## src/rtl/switch_debouncer.sv

```systemverilog
// Switch input conditioning: two-flop synchroniser, shared tick prescaler and
// per-bit stability counters producing clean levels, edge pulses and a sticky change flag.
module switch_debouncer #(
  parameter int WIDTH        = 16,
  parameter int TICK_DIV     = 50000,
  parameter int STABLE_TICKS = 10,
  parameter int CNT_W        = 4
) (
  input  logic             clk,
  input  logic             reset,
  input  logic [WIDTH-1:0] sw_raw,
  input  logic             clear_change,
  output logic [WIDTH-1:0] sw_debounced,
  output logic [WIDTH-1:0] sw_rise,
  output logic [WIDTH-1:0] sw_fall,
  output logic             change_pending
);

  localparam int PW = (TICK_DIV > 1) ? $clog2(TICK_DIV) : 1;
  localparam logic [PW-1:0]    P_LAST = PW'(TICK_DIV - 1);
  localparam logic [CNT_W-1:0] C_LAST = CNT_W'(STABLE_TICKS - 1);

  logic [WIDTH-1:0] s1;
  logic [WIDTH-1:0] s2;
  logic [PW-1:0]    pcnt;
  logic             tick;
  logic [CNT_W-1:0] cnt      [WIDTH];
  logic [CNT_W-1:0] cnt_next [WIDTH];
  logic [WIDTH-1:0] accept;

  assign tick = (pcnt == P_LAST);

  // Any cycle where the synchronised level matches the accepted one restarts the filter.
  always_comb begin
    accept = '0;
    for (int i = 0; i < WIDTH; i++) begin
      cnt_next[i] = cnt[i];
      if (s2[i] == sw_debounced[i]) begin
        cnt_next[i] = '0;
      end else if (tick) begin
        if (cnt[i] == C_LAST) begin
          accept[i]   = 1'b1;
          cnt_next[i] = '0;
        end else begin
          cnt_next[i] = cnt[i] + CNT_W'(1);
        end
      end
    end
  end

  always_ff @(posedge clk) begin
    if (reset) begin
      s1             <= '0;
      s2             <= '0;
      pcnt           <= '0;
      sw_debounced   <= '0;
      sw_rise        <= '0;
      sw_fall        <= '0;
      change_pending <= 1'b0;
      for (int i = 0; i < WIDTH; i++) cnt[i] <= '0;
    end else begin
      s1   <= sw_raw;
      s2   <= s1;
      pcnt <= tick ? '0 : pcnt + PW'(1);
      for (int i = 0; i < WIDTH; i++) cnt[i] <= cnt_next[i];
      sw_debounced <= (sw_debounced & ~accept) | (s2 & accept);
      sw_rise      <= accept & s2;
      sw_fall      <= accept & ~s2;
      // A new acceptance outranks a simultaneous clear so no change is lost.
      if (|accept)           change_pending <= 1'b1;
      else if (clear_change) change_pending <= 1'b0;
    end
  end

endmodule

```

## config.mk

```make
export PLATFORM = sky130hd
export DESIGN_NAME = switch_debouncer
export DESIGN_NICKNAME = d
export VERILOG_FILES = /design/src/rtl/switch_debouncer.sv
export SDC_FILE = /design/constraint.sdc
export NUM_CORES = 1
export LEC_CHECK = 0
export BUFFER_PORTS_ARGS = -buffer_cell sky130_fd_sc_hd__buf_4
export CAP_MARGIN = 40
export CORE_AREA = 2 2 107 109
export DETAILED_ROUTE_END_ITERATION = 8
export DIE_AREA = 0 0 109 111
export GPL_ROUTABILITY_DRIVEN = 0
export PLACE_DENSITY_LB_ADDON = 0.3
export SETUP_SLACK_MARGIN = 0.05
export SYNTH_ARGS = -nofsm -noshare
export SYNTH_HDL_FRONTEND = slang
export SYNTH_SLANG_ARGS = --single-unit
```

## constraint.sdc

```tcl
create_clock -name clk -period 2.6 [get_ports clk]
set_input_delay 0.52 -clock clk [delete_from_list [all_inputs] [get_ports clk]]
set_output_delay 0.52 -clock clk [all_outputs]
set_load 0.005 [all_outputs]
```

# Word level (Yosys, flattened, before mapping)
# Memory sizes are Yosys's and may differ from the RTL's.
# Index checks and enable logic that the tools add are counted.
# word_totals
regBits,97
ramBits,64
memories,1
# mem_list
name,depth,word_bits,read_ports,rd_ports_with_merged_regs,wr,line_no,rtl
cnt,16,4,16,0,16,27,logic [CNT_W-1:0] cnt [WIDTH];
# op_classes
n_addsub,17
n_eq_ne,33
n_mux,117
n_bitwise,22
n_reduce_logical,3
# op_table
op,n
4-bit 2-to-1 mux,64
4-bit by 1-bit adder with 4-bit output (second input constant),16
4-bit equality test (second input constant),16
1-bit 2-to-1 mux,53
16-bit AND,3
16-bit inverter,2
16-bit by 1-bit adder with 16-bit output (second input constant),1
1-bit equality test,16
16-bit equality test (second input constant),1
1-bit bitwise OR,16
16-bit bitwise OR,1
16-bit OR reduction,1
2-bit nonzero test,1
2-bit OR reduction,1

# Logic depth before layout (Yosys ltp)
# Gate-level depths: netlist (run 1).
# depth
depth_word,7
depth_mapped,9

# Worst setup path before layout (run 1)
# OpenSTA, ideal clock, no wires.
# synth_timing
path_type,reg-to-reg
startpoint,register pcnt[0]
endpoint,register (tool-made name)
t_arrival_ns,1.631
setup_slack_ns,0.842
stages_incl_launch_ff,9
path_buffers,2
synth_period_minus_slack_ns,1.758
cell_sequence,dfxtp_1 ha_1 and3_1 and4_4 buf_12 buf_6 and4b_1 mux2i_1 nor2_1
# synth_rtl
item,line_no,rtl
from (decl),25,logic [PW-1:0] pcnt;
from (signal assigned),64,pcnt <= tick ? '0 : pcnt + PW'(1);

==> results of run 1 <==
[Yosys cell counts, drive strengths merged (11+ instances only)]
| cell type | number | share of area [%] |
|---|---|---|
| inv | 15 | 0.87 |
| nor2 | 54 | 3.1 |
| dfxtp | 161 | 50 |
| nand2b | 18 | 1.7 |
| a21oi | 46 | 3.6 |
| xor2 | 37 | 5.0 |
| xnor2 | 22 | 3.0 |
| and4b | 19 | 3.0 |
| nor4bb | 18 | 2.8 |
| o21ai | 36 | 2.8 |
| nor3 | 11 | 0.86 |
| nand2 | 58 | 3.7 |
| nand3 | 33 | 2.6 |
| or3 | 20 | 1.9 |
| nor2b | 63 | 6.1 |
[area by class of cell]
type	instances	area (um2)
fill	884	3422
tap	143	178.9
timing repair buffer	70	550.5
multi-input combinational	483	3012
inverter	15	56.30
sequential	161	3223
clock buffer	20	446.7
clock inverter	12	187.7
[registers in the layout (all words and copies together), names as in the netlist, named ones only]
| name | flops |
|---|---|
| sw_fall | 16 |
| cnt | 64 |
| change_pending | 1 |
| sw_rise | 16 |
| s1 | 16 |
| s2 | 16 |
| pcnt | 16 |
[logic make-up after synthesis]
| logic type | share of synthesized area, % |
|---|---|
| simple gates | 30.44 |
| flops | 50.07 |
| compound gates | 7.347 |
| xor+xnor | 8.027 |
| buf+inv | 3.149 |
| mux | 0.7775 |
| fa+ha+maj | 0.1943 |
[layer usage]
| layer | global-route usage, % | up-vias | wire, um |
|---|---|---|---|
| met1 | 25.71 | 2305 | 5597 |
| met3 | 5.409 | 21 | 499 |
| met2 | 35.65 | 86 | 6052 |
| met4 | 8.803 | 0 | 251 |
| met5 | 0 | - | 0 |
| li1 | - | 2469 | - |
[how the worst max path moves through the flow]
stage            start    endpoint  depth (start not counted)
4_1_cts        pcnt[0]   cnt[0][5]                          7
2_1_floorplan  pcnt[0]        flop                          8
5_1_grt        pcnt[0]  cnt[1][17]                          7
3_5_place_dp   pcnt[0]        flop                          7
6_report       pcnt[0]   cnt[0][5]                          7
3_3_place_gp   pcnt[0]        flop                          7
[through the flow]
stage / worst slack (ps) / power (W) / util [%] / instances
floorplan: 841.8 / 0.002620 / - / 679
global placement: 585.6 / 0.002653 / 63.38 / 872
detailed placement: 478.6 / 0.002658 / 63.38 / 872
CTS: 437.4 / 0.005302 / 69.11 / 904
global route: 299.7 / 0.005408 / 69.11 / 904
finish: 443.6 / 0.005264 / 69.11 / 904
[where the power goes]
part	internal [W]	switching, W	total, W
logic	0.0000444	0.0000471	0.0000916
clock network	0.00172	0.000944	0.00266
registers	0.00249	0.0000176	0.00251
==> impl_results.md, run 1 <==
- Final Critical Period: between 2000 and 2500 ps
- GRT Util Overall: a little over a fifth
- Die Span Y: around 110 um
- Hold slack: a little over 300 ps
- Syn avg cell area: approximately 9.5 um2
- Critical path type: flop to flop
- Hold path depth: 2
- PortBufs: 67
- Sequential-to-total area share from yosys stat: about half
- Slew Limit Fails: 0
- Worst R2R End: cnt[0][5]
- Synth cell types: 42
- Area post-placement: roughly 0.0070 mm2
- Worst Path Buf+Inv: 1
- Number of flops mapped to enable cells by yosys: 0
- Clock-pin slew on the worst setup and hold paths: 60 ps
- Longest Clk Path Bufs: 2
- CTS Root Cell: clkbuf_16
- Placeable Area: about 0.011 mm2
- Row count: 39
- Nets@finish: approximately 770
- R2r startpoint: pcnt[0]
- Slowest cell on crit path: dfxtp_1
- Setup violators final: 0
- Clock latency on the worst-skew pair: between 400 and 500 ps
- Commonest cells after routing, fill and taps aside: dfxtp_1, buf_4, nor2b_1, nor2_1, nand2_1
- R2R depth: 7
- Commonest non-fill, non-tap cell in the layout: dfxtp_1
- Largest stage delay, worst path: about 370 ps
- Initial antenna violation count: 0
- Hold_sp: sw_raw[14]
- DRC Markers: 0
- R2R Setup Slk: roughly 440 ps
- Share of cells above drive strength 1: between 10% and 20%
- RSZ-0062 raised after global routing: false
- Post-synth top flop: dfxtp_1
- Htree depth: 4
- Worst-path fanout max: 46
- Max-Cap Viols: 0
- Number of global-route vias before repair: 4,724
- CTS tree: built
- Layout area overhead: 18.91%
- WP data arrival: between 2000 and 3000 ps
- Max_slew headroom: 56.51%
- Dpl hpwl: between 8 and 9 mm
- Routed Antenna Nets: 0
- Area of the mapped netlist: approximately 0.0064 mm2
- Post-CTS Setup Bufs: 0
- Vias after detailed routing: about 5k
- PwrDens: about 700 mW/mm2
- Worst IR Drop VDD: 0.5854 mV
- Skew final: about 5 ps
- # clock sinks: ~160
- Final hold viol count: 0
- Fmax: roughly 460 MHz
- Status: finished, final reports clean
- Routed vias/inst: approximately 5.4
- CTS buffer count: 17
- Crit-path cells: ha_1 -> and3_1 -> and4_4 -> buf_12 -> nand2_1 -> or3_1 -> a21oi_1
- Slew @ Worst Pin: approximately 640 ps
- First-pass GRT wire length: between 20 and 25 mm
- # hold bufs at CTS: 0
- Die area: roughly 0.012 mm2
- DIE WIDTH: roughly 110 um
- Synthesized flop and latch total: 161
- Min-Delay Path Class: input port to flop
- Drt first-iter violations: ~270
- Synth Net Count: 699
- Total grt overflow: 0
- Async SR Flop Fraction: 0%
- First-pass detailed-route iteration total: 5
- Pleak: approximately 2.9 nW
- Pin count of the biggest net entering global routing: 52
- Worst Hold End: s1[14]
- Routed WL per cell: 13.72 um
- Top delay family on crit path: simple AND/OR/NAND/NOR gates
- Total wire length: around 12 mm
- PostCTS Resize Cnt: 0
- Initial Utilization: between 50% and 60%
- Setup TNS: 0 ps
- Worst Setup End Kind: flop
- Finished layout cell area: ~0.0077 mm2
- Period utilization: a little over 80%
- CP Launch Type: flop
- Critical Path RT: ~3000 ps
- Diodes inserted: 0
- Post-synthesis cell count: 679
- Synth warn: 0
- # IOs: 68
No activity file was read; power rests on OpenSTA's default activity.
==> inputs of run 2 (changes only) <==
--- a/config.mk
+++ b/config.mk
@@ -5,11 +5,12 @@
 export SDC_FILE = /design/constraint.sdc
 export NUM_CORES = 1
 export LEC_CHECK = 0
+export ABC_AREA = 1
 export BUFFER_PORTS_ARGS = -buffer_cell sky130_fd_sc_hd__buf_4
 export CAP_MARGIN = 40
-export CORE_AREA = 2 2 107 109
+export CORE_AREA = 2 2 115 117
 export DETAILED_ROUTE_END_ITERATION = 8
-export DIE_AREA = 0 0 109 111
+export DIE_AREA = 0 0 117 119
 export GPL_ROUTABILITY_DRIVEN = 0
 export PLACE_DENSITY_LB_ADDON = 0.3
 export SETUP_SLACK_MARGIN = 0.05
==> constraint.sdc (replaced) <==
create_clock -name clk -period 1.97 [get_ports clk]
set_input_delay 0.394 -clock clk [delete_from_list [all_inputs] [get_ports clk]]
set_output_delay 0.394 -clock clk [all_outputs]
set_load 0.005 [all_outputs]
==> run 2 against run 1 <==
Die area up 15%; largest power group unchanged; register-to-register slack worse by 320 ps; wire length is 6.2% higher; utilization decreased by 6.4 points.
==> impl_results.md, run 2 <==
- Period utilization: 93.71% (+11 points)
- Worst Path Buf+Inv: 2 (+1)
- CP Launch Type: flop
- Total wire length: 13.17 mm (+6.2%)
- PwrDens: 850.5 mW/mm2 (+24%)
- Clk pwr share: 49.7% (-0.8 points)
- Pleak: 3.247 nW (+13%)
- Routed vias/inst: 4.848 (-10%)
- Worst Hold End: s1[3]
- Row count: 42 (+7.7%)
- Placeable Area: 0.01287 mm2 (+16%)
- Commonest non-fill, non-tap cell in the layout: dfxtp_1
- Placed Instances: 1,094 (+25%)
- Share of cells above drive strength 1: 17.12% (+1.7 points)
- Routed Antenna Nets: 0 (unchanged)
- First-pass detailed-route iteration total: 4 (-1)
- Drt first-iter violations: 324 (+20%)
- Sw frac: 19.80% (+0.63 points)
- WP data arrival: 2150 ps (-360 ps)
- Hold path depth: 3 (+1)
- # hold bufs at CTS: 0 (unchanged)
- Post-synthesis cell count: 855 (+26%)
- Syn avg cell area: 7.727 um2 (-19%)
- Setup TNS: 0 ps (unchanged)
- Slew @ Worst Pin: 329.4 ps (-314.2 ps)
- Synth warn: 0 (unchanged)
- Htree depth: 4 (unchanged)
- Slew Limit Fails: 0 (unchanged)
- CTS Root Cell: clkbuf_16
- Initial antenna violation count: 0 (unchanged)
- Total grt overflow: 0 (unchanged)
- Slowest cell on crit path: dfxtp_2
- Critical path depth: 12 (+5)
- R2R Setup Slk: 120 ps (-320 ps)
- Met3 usage: 5.496% (+0.088 points)
- # clock sinks: 161 (unchanged)
- Busiest metal layer after global routing: met2
- Die Span Y: 119 um (+7.2%)
- DRC Markers: 0 (unchanged)
- Skew final: 11.33 ps (+6.196 ps)
- Synth cell types: 39 (-7.1%)
- Leading area contributor after synthesis: dfxtp_1
- Largest stage delay, worst path: 330 ps (-40 ps)
- CTS buffer count: 17 (unchanged)
- Longest Clk Path Bufs: 2 (unchanged)
- Async SR Flop Fraction: 0% (unchanged)
- Clock latency on the worst-skew pair: 430 ps (about the same)
- Min-Delay Path Class: input port to flop
- Number of flops mapped to enable cells by yosys: 0 (unchanged)
- Final std cells w/o fill: 1,128 (+25%)
- FILL cells: 1,110 (+26%)
- Pin count of the biggest net entering global routing: 23 (-56%)
- Crit-path cells: ha_1 -> nand2_1 -> inv_2 -> nand2_4 -> nor2_4 -> buf_4 -> nand4_1 -> nand2_1 -> nor2_1 -> nand3_1 -> nor2_1 -> nor2_1
- Sequential Power Share: 48.3% (+0.6 points)
- # IOs: 68 (unchanged)
- Setup violators final: 0 (unchanged)
- Synth top area cells: dfxtp_1, nand2_1, inv_1
- Vias after detailed routing: 5,469 (+12%)
- Initial Utilization: 51.31% (-6.8 points)
- Max_slew headroom: 77.84% (+21 points)
- Gate power share: 2.0% (+0.3 points)
- Clock-pin slew on the worst setup and hold paths: 60 ps (about the same)
- Area of the mapped netlist: 0.006606 mm2 (+2.6%)
- R2r startpoint: pcnt[0]
- Status: finished, final reports clean
- Synthesized flop and latch total: 161 (unchanged)
- Top delay family on crit path: simple AND/OR/NAND/NOR gates
- Met2 usage: 32.55% (-3.1 points)
- Hold_sp: sw_raw[3]
- Number of global-route vias before repair: 5,069 (+7.3%)
- Cell-internal power: 0.005507 W (+29%)
- GR Util met1: 24.26% (-1.4 points)
- Synth Net Count: 875 (+25%)
- RSZ-0062 raised after global routing: false
- R2R depth: 12 (+5)
- First-pass GRT wire length: 21.96 mm (+6.6%)
- NetSw: 0.001360 W (+35%)
- Diodes inserted: 0 (unchanged)
- DIE WIDTH: 117 um (+7.3%)
- Final Critical Period: 1846 ps (-310.3 ps)
- Layout area overhead: 22.22%
- Count leader, synth: dfxtp_1
- Worst-path fanout max: 4 (-91%)
- Routed WL per cell: 11.68 um (-15%)
- Register bank with the most flops: cnt
- Die area: 0.01392 mm2 (+15%)
- CP most frequent cell: nor2_1
- Critical path type: flop to flop
- Max-Cap Viols: 0 (unchanged)
- CTS tree: built
- Dpl hpwl: 9.019 mm (+4.3%)
- Sequential-to-total area share from yosys stat: 48.79% (-1.3 points)
- PortBufs: 67 (unchanged)
- GRT Util Overall: 19.80% (-1.5 points)
- Worst IR Drop VDD: 0.4893 mV (-16%)
- Final hold viol count: 0 (unchanged)
- Largest register FFs: 64 (unchanged)
- Critical Path RT: 2280 ps (-670 ps)
- Synth top cells by count: dfxtp_1, nand2_1, inv_1
- Post-synth top flop: dfxtp_1
- Worst Setup End Kind: flop
- Area share of the largest cell type after synthesis: 48.79% (-1.3 points)
- Commonest cells after routing, fill and taps aside: dfxtp_1, nand2_1, inv_1, nor2_1, buf_4
- Worst R2R End: change_pending
- Nets@finish: 959 (+25%)
- Fmax: 541.7 MHz (+17%)
## run 2: changes by cell type after synthesis, moves of 13 or more
| cell | before | now |
|---|---|---|
| nor3_2 | 0 | 13 |
| xor2_1 | 37 | 22 |
| nor2b_1 | 63 | 0 |
| xnor2_1 | 22 | 8 |
| inv_1 | 15 | 136 |
| or3_1 | 20 | 0 |
| nand2b_1 | 18 | 0 |
| nand4_1 | 5 | 22 |
| nor4bb_1 | 18 | 0 |
| nor2_1 | 54 | 122 |
| nand2_1 | 50 | 138 |
| and4b_1 | 19 | 0 |
| nor3_1 | 11 | 37 |
## run 2: worst max-delay path by stage
stage | startpoint | endpoint
floorplan | pcnt[0] | cnt[0][1]
global placement | pcnt[0] | pcnt[14]
detailed placement | pcnt[0] | pcnt[7]
CTS | pcnt[0] | flop
global route | pcnt[0] | change_pending
finish | pcnt[0] | change_pending
## run 2: final cells by class
type | count | area [um2] | area share, %
Clock inverter | 8 | 125.1 | 1.550
Multi-Input combinational cell | 533 | 2779 | 34.42
Timing Repair Buffer | 84 | 685.7 | 8.492
Clock buffer | 24 | 501.7 | 6.214
Tap cell | 176 | 220.2 | 2.727
Sequential cell | 161 | 3224 | 39.93
Inverter | 142 | 538.0 | 6.664
## run 2: metrics by stage
stage / setup WS (ps) / hold WS (ps) / utilization (%) / total power, W / area, um2
final: 123.8 / 164.9 / 62.71 / 0.006867 / 8074
after global routing: 60.48 / 155.9 / 62.71 / 0.007101 / 8074
after CTS: 112.9 / 154.8 / 62.10 / 0.006932 / 7995
after detailed placement: 42.37 / 395.4 / 57.19 / 0.003521 / 7363
after global placement: 108.5 / 389.2 / 57.19 / 0.003519 / 7363
after floorplan: 347.0 / 388.3 / - / 0.003463 / 6606
## run 2: metal layers
layer / share of wire [%] / wire (um)
met2: 48 / 6266
met5: 0 / 0
met4: 1.6 / 212
met3: 4.1 / 542
met1: 47 / 6150
## run 2: worst register-to-register path: stages, from the launching register on
cell,delay [ps]
dfxtp_2,330
ha_1,210
nand2_1,120
inv_2,60
nand2_4,100
nor2_4,70
buf_4,160
nand4_1,70
nand2_1,80
nor2_1,210
nand3_1,170
nor2_1,120
nor2_1,40
## run 2: logic make-up (layout without fill, tap and decap cells)
| group | count (synthesis) | after routing | synth area share (%) |
|---|---|---|---|
| and+or+nand+nor | 412 | 412 | 30.13 |
| buffers and inverters | 161 | 258 | 9.848 |
| adders and majority gates | 1 | 1 | 0.1894 |
| AOI/OAI and AO/OA | 90 | 90 | 7.064 |
| DFF | 161 | 161 | 48.79 |
| xor gates and xnor gates | 30 | 30 | 3.977 |
## run 2: power groups by stage
stage	combinational, W	sequential [W]	clock (W)
after floorplan	0.0000829	0.00338	0
after global placement	0.000135	0.00338	0
after detailed placement	0.000137	0.00338	0
after CTS	0.000139	0.00331	0.00348
after global routing	0.000156	0.00332	0.00363
final	0.000137	0.00331	0.00342
## run 2: what timing repair did
action | CTS | global route
cloned | 0 | 1
pin swaps | 0 | 1
setup endpoints to repair | 8 | 40
buffers inserted | 0 | 1
resized for setup | 1 | 13
==> inputs of run 3 (changes only) <==
--- a/config.mk
+++ b/config.mk
@@ -6,11 +6,11 @@
 export NUM_CORES = 1
 export LEC_CHECK = 0
 export ABC_AREA = 1
-export BUFFER_PORTS_ARGS = -buffer_cell sky130_fd_sc_hd__buf_4
 export CAP_MARGIN = 40
-export CORE_AREA = 2 2 115 117
+export CORE_AREA = 2 2 111 113
 export DETAILED_ROUTE_END_ITERATION = 8
-export DIE_AREA = 0 0 117 119
+export DIE_AREA = 0 0 113 115
+export DONT_BUFFER_PORTS = 1
 export GPL_ROUTABILITY_DRIVEN = 0
 export PLACE_DENSITY_LB_ADDON = 0.3
 export SETUP_SLACK_MARGIN = 0.05
==> run 3 against run 2 <==
The run now ends with DRC left; total power down 3.9%; first-iteration DRC count down 31%; global-route usage up 0.85 points; clock skew up 0.88 ps; clock power down 6.7%; critical path type unchanged; flip-flop and latch count unchanged; hold slack worse by 130 ps; wire length down 3.5%.
==> impl_results.md, run 3 (same netlist as run 2, synthesis figures left out) <==
- Largest register FFs: 64 (unchanged)
- Max_slew headroom: 75.62% (-2.2 points)
- Critical path type: flop to flop
- Critical path depth: 10 (-2)
- Routed vias/inst: 5.064 (+4.4%)
- Dpl hpwl: 8.901 mm (-1.3%)
- PortBufs: 0 (-100%)
- Worst-path fanout max: 5 (+1)
- Vias after detailed routing: 5,226 (-4.4%)
- GRT Util Overall: 20.66% (+0.85 points)
- Htree depth: 4 (unchanged)
- Pin count of the biggest net entering global routing: 55 (+140%)
- First-pass detailed-route iteration total: 7 (+3)
- Setup violators final: 0 (unchanged)
- Slowest cell on crit path: dfxtp_1
- Register bank with the most flops: cnt
- DIE WIDTH: 113 um (-3.4%)
- Worst IR Drop VDD: 0.5354 mV (+9.4%)
- Min-Delay Path Class: input port to flop
- Slew Limit Fails: 0 (unchanged)
- Die area: 0.01300 mm2 (-6.7%)
- Commonest cells after routing, fill and taps aside: dfxtp_1, nand2_1, inv_1, nor2_1, a21oi_1
- Clock latency on the worst-skew pair: 420 ps (about the same)
- Drt first-iter violations: 222 (-31%)
- Skew final: 12.21 ps (+0.8754 ps)
- Failing checks: DRC
- Die Span Y: 115 um (-3.4%)
- Total grt overflow: 0 (unchanged)
- Sequential Power Share: 50.2% (+1.9 points)
- Largest stage delay, worst path: 350 ps (+20 ps)
- Setup WS post-layout: 225.9 ps (+102.0 ps)
- # IOs: 68 (unchanged)
- Hold path depth: 1 (-2)
- Initial antenna violation count: 0 (unchanged)
- CTS tree: built
- DRC Markers: 5 (+5)
- Worst Path Buf+Inv: 2 (unchanged)
- Clk pwr share: 48.4% (-1.3 points)
- R2R Setup Slk: 230 ps (+100 ps)
- Status: finished with violations
- Fmax: 573.4 MHz (+5.9%)
- Pleak: 2.882 nW (-11%)
- Nets@finish: 895 (-6.7%)
- Routed Antenna Nets: 0 (unchanged)
- Gate power share: 1.4% (-0.6 points)
- Crit-path cells: ha_1 -> nand2_1 -> inv_2 -> nand2_4 -> nor2_1 -> nand2_2 -> buf_4 -> nor3_2 -> nand3_1 -> a21oi_1
- Initial Utilization: 55.93% (+4.6 points)
- Post-layout power: 0.006599 W (-3.9%)
- Setup TNS: 0 ps (unchanged)
- Final hold viol count: 0 (unchanged)
- Max-Cap Viols: 0 (unchanged)
- NetSw: 0.001268 W (-6.7%)
- Worst Setup End Kind: flop
- Share of cells above drive strength 1: 10.85% (-6.3 points)
- Total wire length: 12.71 mm (-3.5%)
- Longest Clk Path Bufs: 2 (unchanged)
- WP data arrival: 2100 ps (-50 ps)
- Period utilization: 88.53% (-5.2 points)
- CTS buffer count: 17 (unchanged)
- CP Launch Type: flop
- # clock sinks: 161 (unchanged)
- Worst slack, placed: 97.05 ps (+54.68 ps)
- Cell-internal power: 0.005331 W (-3.2%)
- Diodes inserted: 0 (unchanged)
- Critical Path RT: 2330 ps (+50 ps)
- Final Critical Period: 1744 ps (-102.0 ps)
- Routed WL per cell: 12.32 um (+5.5%)
- Number of global-route vias before repair: 4,836 (-4.6%)
- First-pass GRT wire length: 21.53 mm (-1.9%)
- RSZ-0062 raised after global routing: true
- R2R depth: 10 (-2)
- Clock-pin slew on the worst setup and hold paths: 60 ps (about the same)
- Slew @ Worst Pin: 365.3 ps (+35.93 ps)
- PwrDens: 881.2 mW/mm2 (+3.6%)
- Sw frac: 19.22% (-0.58 points)
- CTS Root Cell: clkbuf_16
- Layout area overhead: 13.35%
- Placeable Area: 0.01181 mm2 (-8.3%)
- Commonest non-fill, non-tap cell in the layout: dfxtp_1
- Row count: 40 (-4.8%)
- Top delay family on crit path: simple AND/OR/NAND/NOR gates
-- run 3: changes by cell type in the layout (fill, tap and decap cells not counted), sizes merged --
| cell | delta |
|---|---|
| buf | -64 |
| bufinv | -1 |
| clkinv | -1 |
| inv | -1 |
-- run 3: layout make-up --
type | instances | area, um2
clock inverter | 5 | 77.57
sequential | 161 | 3223
fill | 1015 | 4323
tap | 147 | 183.9
timing repair buffer | 20 | 196.4
multi-input combinational | 533 | 2771
inverter | 142 | 534.3
clock buffer | 24 | 501.7
-- run 3: worst register-to-register path, delay by kind of cell (launching register included) --
kind	cells	cell delay, ps
AOI/OAI and AO/OA	1	160
buffers and inverters	2	260
and+or+nand+nor	6	760
adders and majority gates	1	170
DFF	1	350
-- run 3: timing repair --
| item | in CTS | in global routing |
|---|---|---|
| setup endpoints to repair | 0 | 33 |
| hold buffers | 0 | 0 |
| gates resized for setup | 0 | 10 |
| buffers inserted | 0 | 3 |
-- run 3: worst paths after layout --
path,from,to
max,pcnt[0],flop
min,reset,flop
max reg2reg,pcnt[0],flop
min reg2reg,s1[2],s2[2]
-- run 3: stage by stage --
step	utilization (%)	hold slack, ps	std cells	cell area, um2
6_report	63.40	33.95	1032	7488
3_3_place_gp	57.73	389.0	999	6819
2_1_floorplan	-	388.3	855	6606
3_5_place_dp	57.73	393.9	999	6819
5_1_grt	63.40	16.69	1032	7488
4_1_cts	62.64	17.41	1028	7398
-- run 3: metal layers --
layer,up-vias,global-route usage [%],wire (um)
li1,2754,-,-
met1,2340,25.55,5874
met2,110,33.13,6012
met3,22,6.853,600
met4,0,9.106,224
met5,-,0,0
-- run 3: power by group through the flow --
stage                      logic, W  registers [W]  clock network [W]
after floorplan           0.0000829        0.00338                  0
after global placement    0.0000889        0.00338                  0
after detailed placement  0.0000897        0.00339                  0
after CTS                 0.0000904        0.00331            0.00326
after global routing       0.000106        0.00332            0.00341
final                     0.0000901        0.00331            0.00319
